--- src/rtl/sipo_deserializer_pkg.sv ---
// Shared types and helpers for the serial-in/parallel-out deserializer.
// Optional parity build: SIPO_DESERIALIZER_PARITY_EN.
package sipo_pkg;

    typedef enum logic {
        MSB_FIRST = 1'b0,
        LSB_FIRST = 1'b1
    } bit_order_e;

    // Counter must hold 0..DATA_WIDTH (the parity build uses the top value).
    function automatic int unsigned cnt_width(input int unsigned data_width);
        return $clog2(data_width + 1);
    endfunction

endpackage

--- src/rtl/sipo_deserializer_if.sv ---
// Serial input / parallel output bundle of the deserializer.
// SIPO_DESERIALIZER_PARITY_EN adds the parity_err signal.
interface sipo_if #(
    parameter int unsigned DATA_WIDTH = 16
);
    import sipo_pkg::*;

    localparam int unsigned CNT_W = cnt_width(DATA_WIDTH);

    logic                  din;
    logic                  din_valid;
    logic                  flush;
    logic [DATA_WIDTH-1:0] shift_q;
    logic [DATA_WIDTH-1:0] dout;
    logic                  dout_valid;
    logic                  dout_ready;
    logic [CNT_W-1:0]      bit_cnt;
    logic                  overflow;
`ifdef SIPO_DESERIALIZER_PARITY_EN
    logic                  parity_err;

    modport master (
        output din, din_valid, flush, dout_ready,
        input  shift_q, dout, dout_valid, bit_cnt, overflow, parity_err
    );
    modport slave (
        input  din, din_valid, flush, dout_ready,
        output shift_q, dout, dout_valid, bit_cnt, overflow, parity_err
    );
`else
    modport master (
        output din, din_valid, flush, dout_ready,
        input  shift_q, dout, dout_valid, bit_cnt, overflow
    );
    modport slave (
        input  din, din_valid, flush, dout_ready,
        output shift_q, dout, dout_valid, bit_cnt, overflow
    );
`endif

endinterface

--- src/rtl/sipo_deserializer_out_reg.sv ---
// Single-entry valid/ready output register with sticky overflow on dropped words.
// SIPO_DESERIALIZER_PARITY_EN adds a parity_err flag loaded alongside dout.
module sipo_out_reg #(
    parameter int unsigned DATA_WIDTH = 16
) (
    input  logic                  clk,
    input  logic                  resetn,
    input  logic                  load,
    input  logic [DATA_WIDTH-1:0] load_data,
`ifdef SIPO_DESERIALIZER_PARITY_EN
    input  logic                  load_perr,
    output logic                  parity_err,
`endif
    input  logic                  ready,
    output logic [DATA_WIDTH-1:0] dout,
    output logic                  dout_valid,
    output logic                  overflow
);

    logic space_c;

    // A slot is free if empty or being drained this cycle.
    assign space_c = ~dout_valid | ready;

    always_ff @(posedge clk) begin
        if (!resetn) begin
            dout       <= '0;
            dout_valid <= 1'b0;
            overflow   <= 1'b0;
`ifdef SIPO_DESERIALIZER_PARITY_EN
            parity_err <= 1'b0;
`endif
        end else if (load && space_c) begin
            dout       <= load_data;
            dout_valid <= 1'b1;
`ifdef SIPO_DESERIALIZER_PARITY_EN
            parity_err <= load_perr;
`endif
        end else if (load) begin
            overflow   <= 1'b1;
        end else if (dout_valid && ready) begin
            dout_valid <= 1'b0;
        end
    end

endmodule

--- src/rtl/sipo_deserializer.sv ---
// Serial-in/parallel-out deserializer: shift register, bit counter, output slot.
// SIPO_DESERIALIZER_PARITY_EN appends one even-parity bit per word.
module sipo_deserializer
    import sipo_pkg::*;
#(
    parameter int unsigned DATA_WIDTH = 16,
    parameter int unsigned LSB_FIRST  = 0
) (
    input logic   clk,
    input logic   resetn,
    sipo_if.slave bus
);

    localparam int unsigned CNT_W = cnt_width(DATA_WIDTH);
    localparam bit_order_e  ORDER = (LSB_FIRST != 0) ? sipo_pkg::LSB_FIRST : MSB_FIRST;
`ifdef SIPO_DESERIALIZER_PARITY_EN
    localparam int unsigned LAST_CNT = DATA_WIDTH;
`else
    localparam int unsigned LAST_CNT = DATA_WIDTH - 1;
`endif

    logic [DATA_WIDTH-1:0] shift_q;
    logic [CNT_W-1:0]      bit_cnt;
    logic [DATA_WIDTH-1:0] shift_next_c;
    logic [DATA_WIDTH-1:0] word_c;
    logic [DATA_WIDTH-1:0] word_ord_c;
    logic                  accept_c;
    logic                  last_c;
    logic                  complete_c;
    logic                  shift_en_c;

    assign accept_c     = bus.din_valid & ~bus.flush;
    assign last_c       = (bit_cnt == CNT_W'(LAST_CNT));
    assign complete_c   = accept_c & last_c;
    assign shift_next_c = {shift_q[DATA_WIDTH-2:0], bus.din};

`ifdef SIPO_DESERIALIZER_PARITY_EN
    logic perr_c;

    // The trailing parity bit completes the frame but never enters shift_q.
    assign shift_en_c = ~last_c;
    assign word_c     = shift_q;
    assign perr_c     = (^shift_q) ^ bus.din;
`else
    assign shift_en_c = 1'b1;
    assign word_c     = shift_next_c;
`endif

    // LSB-first streams put the first received bit at dout[0].
    always_comb begin
        word_ord_c = word_c;
        if (ORDER == sipo_pkg::LSB_FIRST) begin
            for (int i = 0; i < int'(DATA_WIDTH); i++) begin
                word_ord_c[i] = word_c[DATA_WIDTH-1-i];
            end
        end
    end

    always_ff @(posedge clk) begin
        if (!resetn) begin
            shift_q <= '0;
            bit_cnt <= '0;
        end else if (bus.flush) begin
            shift_q <= '0;
            bit_cnt <= '0;
        end else if (bus.din_valid) begin
            if (shift_en_c) begin
                shift_q <= shift_next_c;
            end
            bit_cnt <= last_c ? '0 : bit_cnt + CNT_W'(1);
        end
    end

    assign bus.shift_q = shift_q;
    assign bus.bit_cnt = bit_cnt;

    sipo_out_reg #(
        .DATA_WIDTH (DATA_WIDTH)
    ) u_out_reg (
        .clk        (clk),
        .resetn     (resetn),
        .load       (complete_c),
        .load_data  (word_ord_c),
`ifdef SIPO_DESERIALIZER_PARITY_EN
        .load_perr  (perr_c),
        .parity_err (bus.parity_err),
`endif
        .ready      (bus.dout_ready),
        .dout       (bus.dout),
        .dout_valid (bus.dout_valid),
        .overflow   (bus.overflow)
    );

endmodule

--- src/flat_wrapper.sv ---
// flat-port wrapper written by rule: the top's interface ports become plain ports
module sipo_deserializer_flat import sipo_pkg::*;
#(
    parameter int unsigned DATA_WIDTH = 16,
    parameter int unsigned LSB_FIRST  = 0
)
  (clk, resetn, bus_din, bus_din_valid, bus_flush, bus_dout_ready, bus_shift_q, bus_dout, bus_dout_valid, bus_bit_cnt, bus_overflow);
  sipo_if #(.DATA_WIDTH(DATA_WIDTH)) bus_i ();
  input logic clk;
  input logic resetn;
  input wire logic [$bits(bus_i.din)-1:0] bus_din;
  input wire logic [$bits(bus_i.din_valid)-1:0] bus_din_valid;
  input wire logic [$bits(bus_i.flush)-1:0] bus_flush;
  input wire logic [$bits(bus_i.dout_ready)-1:0] bus_dout_ready;
  output wire logic [$bits(bus_i.shift_q)-1:0] bus_shift_q;
  output wire logic [$bits(bus_i.dout)-1:0] bus_dout;
  output wire logic [$bits(bus_i.dout_valid)-1:0] bus_dout_valid;
  output wire logic [$bits(bus_i.bit_cnt)-1:0] bus_bit_cnt;
  output wire logic [$bits(bus_i.overflow)-1:0] bus_overflow;
  assign bus_i.din = bus_din;
  assign bus_i.din_valid = bus_din_valid;
  assign bus_i.flush = bus_flush;
  assign bus_i.dout_ready = bus_dout_ready;
  assign bus_shift_q = bus_i.shift_q;
  assign bus_dout = bus_i.dout;
  assign bus_dout_valid = bus_i.dout_valid;
  assign bus_bit_cnt = bus_i.bit_cnt;
  assign bus_overflow = bus_i.overflow;
  sipo_deserializer #(.DATA_WIDTH(DATA_WIDTH), .LSB_FIRST(LSB_FIRST)) u_core (.clk(clk), .resetn(resetn), .bus(bus_i));
endmodule
--- config.mk ---
export PLATFORM = sky130hd
export DESIGN_NAME = sipo_deserializer_flat
export DESIGN_NICKNAME = d
export VERILOG_FILES = /design/src/rtl/sipo_deserializer_pkg.sv /design/src/rtl/sipo_deserializer_if.sv /design/src/rtl/sipo_deserializer_out_reg.sv /design/src/rtl/sipo_deserializer.sv /design/src/flat_wrapper.sv
export SDC_FILE = /design/constraint.sdc
export NUM_CORES = 1
export LEC_CHECK = 0
export ABC_AREA = 1
export BUFFER_PORTS_ARGS = -buffer_cell sky130_fd_sc_hd__buf_2
export CAP_MARGIN = 20
export CORE_MARGIN = 4
export CORE_UTILIZATION = 35
export DETAILED_ROUTE_END_ITERATION = 10
export PLACE_DENSITY = 0.65
export SLEW_MARGIN = 20
export SYNTH_ARGS = -nofsm -noshare
export SYNTH_HDL_FRONTEND = slang
export SYNTH_SLANG_ARGS = --single-unit
--- constraint.sdc ---
create_clock -name clk -period 1.2 [get_ports clk]
set_input_delay 0.12 -clock clk [delete_from_list [all_inputs] [get_ports clk]]
set_output_delay 0.12 -clock clk [all_outputs]
set_load 0.005 [all_outputs]
==> impl_metrics.env, run 1 <==
export IMPL_finalInstanceArea_mm2=0.00214
export IMPL_slew_headroom_pct=77.6
export IMPL_critPathMaxFanout=8
export IMPL_cts_sinks=39
export IMPL_wl_met3_um=234
export IMPL_post_dp_hpwl_um=2740
export IMPL_synth_seq_cells=39
export IMPL_worstMarginPinSlew_ns=0.335
export IMPL_synthTopCellsByArea="dfxtp_1, inv_1, nand2_1, nand4_1, a21oi_1"
export IMPL_yosysWarnings=0
export IMPL_min_path_type="input pin to flip-flop"
export IMPL_yosys_area_top_type_share_pct=47.1
export IMPL_grt_overflow=0
export IMPL_cts_buffers=5
export IMPL_cts_tree="built"
export IMPL_p_leak_uw=0.00103
export IMPL_routed_wl_um=3730
export IMPL_core_area_mm2=0.00447
export IMPL_num_antenna_cells=0
export IMPL_antenna_left=0
export IMPL_fin_nets=287
export IMPL_setup_viol=0
export IMPL_clock_root_buffer="clkbuf_8"
export IMPL_grt_pass1_vias=1412
export IMPL_fmax_mhz=851
export IMPL_setup_worst_path_class="flip-flop to flip-flop"
export IMPL_syn_inst=225
export IMPL_status="finished, final reports clean"
export IMPL_power_per_cell_area_mw_per_mm2=1090
export IMPL_power_uw=2330
export IMPL_synth_area_mm2=0.00166
export IMPL_crit_required_ns=1.38
export IMPL_yosysMostFrequentCell="inv_1"
export IMPL_final_min_clock_period_ns=1.17
export IMPL_die_w_um=76.8
export IMPL_rows=24
export IMPL_fillers=458
export IMPL_crit_path_start_kind="flip-flop"
export IMPL_syn_nets=232
export IMPL_floorplan_initialDensity_pct=37.1
export IMPL_endpoint_kind="flip-flop"
export IMPL_drc_errors=0
export IMPL_ys_flop_type="dfxtp_1"
export IMPL_clk_latency_ns=0.28
export IMPL_hold_viol=0
export IMPL_num_vias=1489
export IMPL_drive_gt1_share_pct=28.8
export IMPL_via_per_inst=4.47
export IMPL_timing_final_crit_share_pct=97.9
export IMPL_gp_congestion=0.756
export IMPL_h_tree_depth=2
export IMPL_top_layer="met4"
export IMPL_cp_arrival_ns=1.36
export IMPL_area_growth_pct=29.1
export IMPL_routed_wl_met2_um=1660
export IMPL_rsz0062_at_grt="yes"
export IMPL_port_buffer_count=44
export IMPL_max_cap_violations=0
export IMPL_ys_seq_area_share_pct=47.1
export IMPL_dp_slack_ns=-0.0183
export IMPL_dpl_instance_area_mm2=0.00199
export IMPL_worst_slack_ns=0.0256
export IMPL_syn_area_per_cell_um2=7.37
export IMPL_dr_pass1_iters=4
export IMPL_grt_pass1_wl_um=6630
export IMPL_grt_antenna_before_repair=0
export IMPL_wl_per_cell_um=11.2
export IMPL_drt_met1_wl_um=1800
export IMPL_netlist_top_cells_count="inv_1, dfxtp_1, nand2_1"
export IMPL_grt_start_max_net_pins=20
export IMPL_synth_edf_count=0
export IMPL_ios=45
export IMPL_vdd_drop_max_v=0.000483
export IMPL_drt_initial_drc_count=84
export IMPL_die_height_um=76.8
export IMPL_fin_cells=333
export IMPL_place_inst=321
export IMPL_finClkSkew_ns=0.00394
export IMPL_slew_viol_final=0
export IMPL_yosys_cell_types_count=20
export IMPL_ys_async_sr_fraction_pct=0
export IMPL_track_usage_pct=13.6
export IMPL_clock_path_buffers=2
export IMPL_cts_hold_buf=0
export IMPL_synth_largest_area_cell="dfxtp_1"
export IMPL_path_clk_slew_ns=0.07
export IMPL_die_area_mm2=0.00590
-- sequential cells by signal, indices dropped and copies added, names as in the netlist --
register / cells
u_core.bus.shift_q: 16
u_core.u_out_reg.dout: 16
u_core.u_out_reg.dout_valid: 1
u_core.u_out_reg.overflow: 1
u_core.bus.bit_cnt: 5
-- cells in the final DEF, fill, tap and decap left out, drive strengths merged --
| cell type | count |
|---|---|
| nand3 | 3 |
| nand4 | 17 |
| a21oi | 20 |
| clkbuf | 7 |
| inv | 54 |
| ha | 1 |
| nand2 | 38 |
| nor2 | 22 |
| nor4 | 1 |
| dfxtp | 39 |
| xnor2 | 2 |
| clkinv | 1 |
| nand3b | 1 |
| buf | 56 |
| o21ai | 19 |
-- routing by layer --
layer / vias to the layer above / global-route usage [%]
met2: 36 / 21.3
met4: 0 / 4.89
met3: 5 / 3.86
li1: 807 / -
met1: 641 / 17.7
met5: - / 0
-- critical path, cell delays in order (launching register included) --
cell	delay [ns]
dfxtp_4	0.36
ha_4	0.14
nand2_4	0.07
nor2_8	0.16
buf_6	0.15
nand4_1	0.08
nand2_1	0.07
nor2_1	0.04
-- layout make-up --
cell class	instances	area, µm²	share of cell area (%)
Clock buffer	7	76.3	3.57
Clock inverter	1	5.00	0.234
Inverter	54	203	9.47
Multi-Input combinational cell	124	683	31.9
Sequential cell	39	790	36.9
Tap cell	52	65.1	3.04
Timing Repair Buffer	56	318	14.9
-- logic make-up after synthesis --
kind of cell               Yosys count  share of synthesized area, %
AOI/OAI and AO/OA                   39                          11.8
xor gates and xnor gates             2                          1.06
buffers and inverters               64                          15.4
DFF                                 39                          47.1
adders and majority gates            1                         0.755
and+or+nand+nor                     80                          23.9
-- power breakdown --
| group | internal (µW) | switching, µW |
|---|---|---|
| registers | 1310 | 16.0 |
| clock network | 408 | 428 |
| logic | 62.7 | 100 |
| total | 1780 | 544 |
-- path summary, 6_finish.rpt --
path | startpoint | endpoint | slack [ns] | depth (start not counted)
setup / recovery | u_core.bus.bit_cnt[1]$_SDFFE_PP0P_ | u_core.u_out_reg.dout[1]$_SDFFE_PN0P_ | 0.03 | 7
hold reg to reg | u_core.u_out_reg.overflow$_SDFFE_PN0P_ | u_core.u_out_reg.overflow$_SDFFE_PN0P_ | 0.48 | 2
setup reg to reg | u_core.bus.bit_cnt[1]$_SDFFE_PP0P_ | u_core.u_out_reg.dout[1]$_SDFFE_PN0P_ | 0.03 | 7
hold / removal | bus_flush | u_core.bus.bit_cnt[4]$_SDFFE_PP0P_ | 0.10 | 2
-- stage by stage --
stage | util (%) | hold slack (ns) | TNS (ns)
3_3_place_gp | 44.5 | 0.387 | 0
6_report | 47.8 | 0.100 | 0
2_1_floorplan | - | 0.199 | 0
5_1_grt | 47.8 | 0.101 | -0.924
4_1_cts | 47.5 | 0.0954 | 0
3_5_place_dp | 44.5 | 0.399 | -0.0447
-- timing repair --
action | CTS | global route
gates resized for setup | 3 | 7
buffers inserted | 2 | 0
setup endpoints to repair | 16 | 17
cloned | 2 | 0
pin swaps | 1 | 5
Note: power is estimated with default switching activity, not from simulation.
==> run 2: changes to the inputs <==
--- a/config.mk
+++ b/config.mk
@@ -9,6 +9,8 @@
 export BUFFER_PORTS_ARGS = -buffer_cell sky130_fd_sc_hd__buf_2
 export CAP_MARGIN = 20
+export CORE_ASPECT_RATIO = 2
 export CORE_MARGIN = 4
 export CORE_UTILIZATION = 35
+export CTS_CLUSTER_SIZE = 30
 export DETAILED_ROUTE_END_ITERATION = 10
 export PLACE_DENSITY = 0.65
==> constraint.sdc (replaced) <==
create_clock -name clk -period 1.2 [get_ports clk]
set_input_delay 0.24 -clock clk [delete_from_list [all_inputs] [get_ports clk]]
set_output_delay 0.24 -clock clk [all_outputs]
set_load 0.005 [all_outputs]
==> impl_metrics.env, run 2 (same netlist as run 1, synthesis figures left out) <==
export IMPL_port_buffer_count=44
export IMPL_tns_ns=0
export IMPL_status="finished, final reports clean"
export IMPL_routed_wl_um=3800
export IMPL_track_usage_pct=13.5
export IMPL_cp_startpoint="u_core.bus.bit_cnt[0]$_SDFFE_PP0P_"
export IMPL_cts_buffers=5
export IMPL_reg_top3="u_core.bus.shift_q x16, u_core.u_out_reg.dout x16, u_core.bus.bit_cnt x5"
export IMPL_endpoint_kind="flip-flop"
export IMPL_clock_root_buffer="clkbuf_8"
export IMPL_final_min_clock_period_ns=1.18
export IMPL_vdd_drop_max_v=0.00100
export IMPL_fmax_mhz=844
export IMPL_die_height_um=105
export IMPL_timing_final_crit_share_pct=98.7
export IMPL_clk_latency_ns=0.29
export IMPL_die_area_mm2=0.00597
export IMPL_antenna_left=0
export IMPL_critPathMaxFanout=8
export IMPL_p_leak_uw=0.00104
export IMPL_r2r_start="u_core.bus.bit_cnt[0]$_SDFFE_PP0P_"
export IMPL_hold_viol=0
export IMPL_wl_per_cell_um=11.2
export IMPL_setup_worst_path_class="flip-flop to flip-flop"
export IMPL_cts_tree="built"
export IMPL_grt_overflow=0
export IMPL_num_vias=1522
export IMPL_num_antenna_cells=0
export IMPL_cts_sinks=39
export IMPL_area_growth_pct=30.6
export IMPL_slew_viol_final=0
export IMPL_dr_pass1_iters=4
export IMPL_drive_gt1_share_pct=28.2
export IMPL_hp_start="bus_din"
export IMPL_drt_initial_drc_count=15
export IMPL_setup_viol=0
export IMPL_worstMarginPinSlew_ns=0.362
export IMPL_grt_pass1_vias=1423
export IMPL_crit_required_ns=1.38
export IMPL_die_w_um=56.7
export IMPL_mostFrequentLayoutCells="inv_1, buf_2, dfxtp_1, nand2_1"
export IMPL_post_dp_hpwl_um=2860
export IMPL_floorplan_initialDensity_pct=36.1
export IMPL_finClkSkew_ns=0.00800
export IMPL_cp_arrival_ns=1.37
export IMPL_rows=35
export IMPL_grt_start_max_net_pins=21
export IMPL_timing_hold_ws_ns=0.212
export IMPL_power_per_cell_area_mw_per_mm2=1070
export IMPL_fin_nets=291
export IMPL_path_clk_slew_ns=0.07
export IMPL_h_tree_depth=2
export IMPL_max_cap_violations=0
export IMPL_final_common_cell="inv_1"
export IMPL_drc_errors=0
export IMPL_grt_antenna_before_repair=0
export IMPL_via_per_inst=4.49
export IMPL_clock_path_buffers=2
export IMPL_slew_headroom_pct=75.8
export IMPL_ios=45
export IMPL_min_path_type="input pin to flip-flop"
export IMPL_crit_path_start_kind="flip-flop"
export IMPL_rsz0062_at_grt="yes"
export IMPL_gp_congestion=0.792
export IMPL_core_area_mm2=0.00460
export IMPL_grt_pass1_wl_um=6410
[run 2: cell count changes in the layout (fill, tap and decap cells not counted), sizes merged]
cell / previous run / this run
clkinv: 1 / 0
buf: 56 / 60
[run 2: worst max-delay path: stages, from the launching register on]
cell and delay [ns]:
dfxtp_4 0.37, ha_4 0.14, nand2_4 0.07, nor2_8 0.17, buf_6 0.15, nand4_1 0.08
nand2_1 0.07, nor2_1 0.04
[run 2: worst paths after layout]
path | cells past startpoint | slack (ns) | to
worst min register to register | 2 | 0.47 | u_core.u_out_reg.overflow$_SDFFE_PN0P_
worst min-delay path | 3 | 0.21 | u_core.bus.shift_q[0]$_SDFFE_PP0P_
worst max-delay path | 7 | 0.02 | u_core.u_out_reg.dout[2]$_SDFFE_PN0P_
worst max register to register | 7 | 0.02 | u_core.u_out_reg.dout[2]$_SDFFE_PN0P_
[run 2: report_power, final]
part	switching (µW)	internal [µW]	total [µW]
clock	423	400	823
sequential	16.3	1310	1330
combinational	99.7	66.9	167
[run 2: timing repair]
action                     4_1_cts  5_1_grt
resized for setup                0        8
hold buffers                     0        0
setup endpoints to repair        6       18
buffers inserted                 0        3
pin swaps                        0        2
gates cloned                     1        2
[run 2: final cells by class]
cell class                 instances  area (µm²)
inverter                          54         203
timing repair buffer              60         352
multi-input combinational        124         676
fill                             501        2430
tap                               55        68.8
clock buffer                       7        76.3
sequential                        39         790
[run 2: through the flow]
stage                     power, µW  instance area, µm²  utilization, %  instances  setup slack (ns)
after floorplan                1450                1690               -        225           0.00452
after global placement         1520                2010            43.8        326            0.0293
after detailed placement       1520                2010            43.8        326          -0.00484
after CTS                      2350                2100            45.6        334           -0.0231
after global routing           2420                2160            47.1        339           -0.0657
final                          2320                2160            47.1        339            0.0155
[run 2: per-layer routing]
metal	GRT usage (%)	up-vias	routed length [µm]
met5	0	-	0
met4	6.79	0	108
met3	3.55	7	191
met2	24.1	34	2070
met1	14.0	662	1430
li1	-	819	-
==> run 3: changes to the inputs <==
- PLACE_DENSITY: 0.65 -> unset
- PLACE_DENSITY_LB_ADDON: unset -> 0.1
==> impl_metrics.env, run 3 (same netlist as run 1, synthesis figures left out) <==
export IMPL_status="finished, final reports clean"
export IMPL_num_antenna_cells=0
export IMPL_track_usage_pct=14.2
export IMPL_cp_depth=7
export IMPL_crit_end="u_core.u_out_reg.dout[6]$_SDFFE_PN0P_"
export IMPL_vdd_drop_max_v=0.000733
export IMPL_port_buffer_count=44
export IMPL_clock_path_buffers=2
export IMPL_die_area_mm2=0.00597
export IMPL_power_share_switching_pct=23.2
export IMPL_die_height_um=105
export IMPL_dpl_instance_area_mm2=0.00203
export IMPL_slew_headroom_pct=76.1
export IMPL_grt_overflow=0
export IMPL_drt_initial_drc_count=27
export IMPL_finClkSkew_ns=0.00624
export IMPL_die_w_um=56.7
export IMPL_fillers=519
export IMPL_core_area_mm2=0.00460
export IMPL_h_tree_depth=2
export IMPL_max_cap_violations=0
export IMPL_floorplan_initialDensity_pct=36.1
export IMPL_final_common_cell="inv_1"
export IMPL_path_clk_slew_ns=0.07
export IMPL_reg2reg_slack_ns=0.02
export IMPL_area_growth_pct=30.9
export IMPL_num_vias=1524
export IMPL_drc_errors=0
export IMPL_reg_top3="u_core.bus.shift_q x16, u_core.u_out_reg.dout x16, u_core.bus.bit_cnt x5"
export IMPL_antenna_left=0
export IMPL_via_per_inst=4.51
export IMPL_endpoint_kind="flip-flop"
export IMPL_clock_root_buffer="clkbuf_8"
export IMPL_crit_buf_inv=1
export IMPL_crit_chain="ha_4 -> nand2_4 -> nor2_8 -> buf_6 -> nand4_1 -> nand2_1 -> nor2_2"
export IMPL_rows=35
export IMPL_switchingPower_uw=576
export IMPL_clockPowerShare_pct=39.7
export IMPL_crit_path_start_kind="flip-flop"
export IMPL_cts_tree="built"
export IMPL_grt_start_max_net_pins=21
export IMPL_p_seq_share_pct=53.6
export IMPL_fin_nets=289
export IMPL_cp_arrival_ns=1.38
export IMPL_rsz0062_at_grt="yes"
export IMPL_reg2reg_to="u_core.u_out_reg.dout[6]$_SDFFE_PN0P_"
export IMPL_finalInstanceArea_mm2=0.00217
export IMPL_comb_power_share_pct=6.8
export IMPL_wl_per_cell_um=11.6
export IMPL_critPathMaxFanout=9
export IMPL_ios=45
export IMPL_setup_viol=0
export IMPL_slew_viol_final=0
export IMPL_cp_startpoint="u_core.bus.bit_cnt[1]$_SDFFE_PP0P_"
export IMPL_power_uw=2480
export IMPL_grt_pass1_wl_um=6680
export IMPL_cts_buffers=5
export IMPL_cts_sinks=39
export IMPL_final_min_clock_period_ns=1.18
export IMPL_grt_pass1_vias=1524
export IMPL_mostFrequentLayoutCells="inv_1, buf_2, dfxtp_1, nand2_1, a21oi_1"
export IMPL_worstMarginPinSlew_ns=0.358
export IMPL_power_per_cell_area_mw_per_mm2=1140
export IMPL_grt_antenna_before_repair=0
export IMPL_crit_path_max_incr_delay_ns=0.37
export IMPL_cell_internal_pwr_uw=1900
export IMPL_gp_congestion=0.754
export IMPL_min_path_type="input pin to flip-flop"
export IMPL_r2r_start="u_core.bus.bit_cnt[1]$_SDFFE_PP0P_"
export IMPL_slowest_stage="dfxtp_4"
export IMPL_hold_viol=0
export IMPL_post_cts_setup_buffers=0
export IMPL_crit_required_ns=1.39
export IMPL_reg2regPathDepth=7
export IMPL_routed_wl_um=3910
export IMPL_dr_pass1_iters=4
export IMPL_clk_latency_ns=0.30
export IMPL_drive_gt1_share_pct=28.6
export IMPL_crit_family="simple AND/OR/NAND/NOR gates"
export IMPL_setup_worst_path_class="flip-flop to flip-flop"
export IMPL_p_leak_uw=0.00105
export IMPL_post_dp_hpwl_um=2920
export IMPL_timing_final_crit_share_pct=98.6
export IMPL_fmax_mhz=846
-- run 3: per-layer routing --
metal / track usage [%] / up-vias / routed length, µm
met5: 0 / - / 0
met4: 7.13 / 0 / 89
met3: 3.92 / 7 / 195
met2: 25.5 / 36 / 2100
met1: 14.4 / 672 / 1530
li1: - / 809 / -
-- run 3: repair_timing --
action | in CTS | in global routing
resized for setup | 0 | 8
endpoints found under the setup margin | 9 | 19
gates cloned | 1 | 1
pin swaps | 0 | 3
hold buffers | 0 | 0
-- run 3: cell type report --
cell class / instances / area [µm²] / area share, %
Sequential cell: 39 / 788 / 36.3
Tap cell: 55 / 68.8 / 3.17
Inverter: 54 / 203 / 9.34
Clock buffer: 8 / 100 / 4.61
Timing Repair Buffer: 58 / 333 / 15.3
Multi-Input combinational cell: 124 / 678 / 31.2
-- run 3: power by group through the flow --
stage / combinational, µW / sequential [µW] / clock [µW]
after floorplan: 90.9 / 1360 / 0
after global placement: 166 / 1360 / 0
after detailed placement: 166 / 1360 / 0
after CTS: 168 / 1330 / 1020
after global routing: 193 / 1330 / 1080
final: 168 / 1330 / 984
-- run 3: stage by stage --
step           hold slack, ns  setup TNS (ns)  setup WS [ns]  cells  utilization, %
3_3_place_gp            0.445               0         0.0249    328            44.1
3_5_place_dp            0.451               0        0.00909    328            44.1
4_1_cts                 0.191        -0.00969       -0.00341    337            46.5
2_1_floorplan           0.319               0        0.00452    225               -
6_report                0.200               0         0.0174    338            47.2
5_1_grt                 0.201           -1.07        -0.0840    338            47.2
-- run 3: worst min path at each step --
stage                                                   endpoint  depth (start not counted)                                    from
after global routing          u_core.bus.bit_cnt[4]$_SDFFE_PP0P_                          2                               bus_flush
after floorplan               u_core.bus.bit_cnt[4]$_SDFFE_PP0P_                          1                               bus_flush
after CTS                     u_core.bus.bit_cnt[4]$_SDFFE_PP0P_                          2                               bus_flush
final                         u_core.bus.bit_cnt[4]$_SDFFE_PP0P_                          2                               bus_flush
after detailed placement  u_core.u_out_reg.overflow$_SDFFE_PN0P_                          2  u_core.u_out_reg.overflow$_SDFFE_PN0P_
after global placement    u_core.u_out_reg.overflow$_SDFFE_PN0P_                          2  u_core.u_out_reg.overflow$_SDFFE_PN0P_
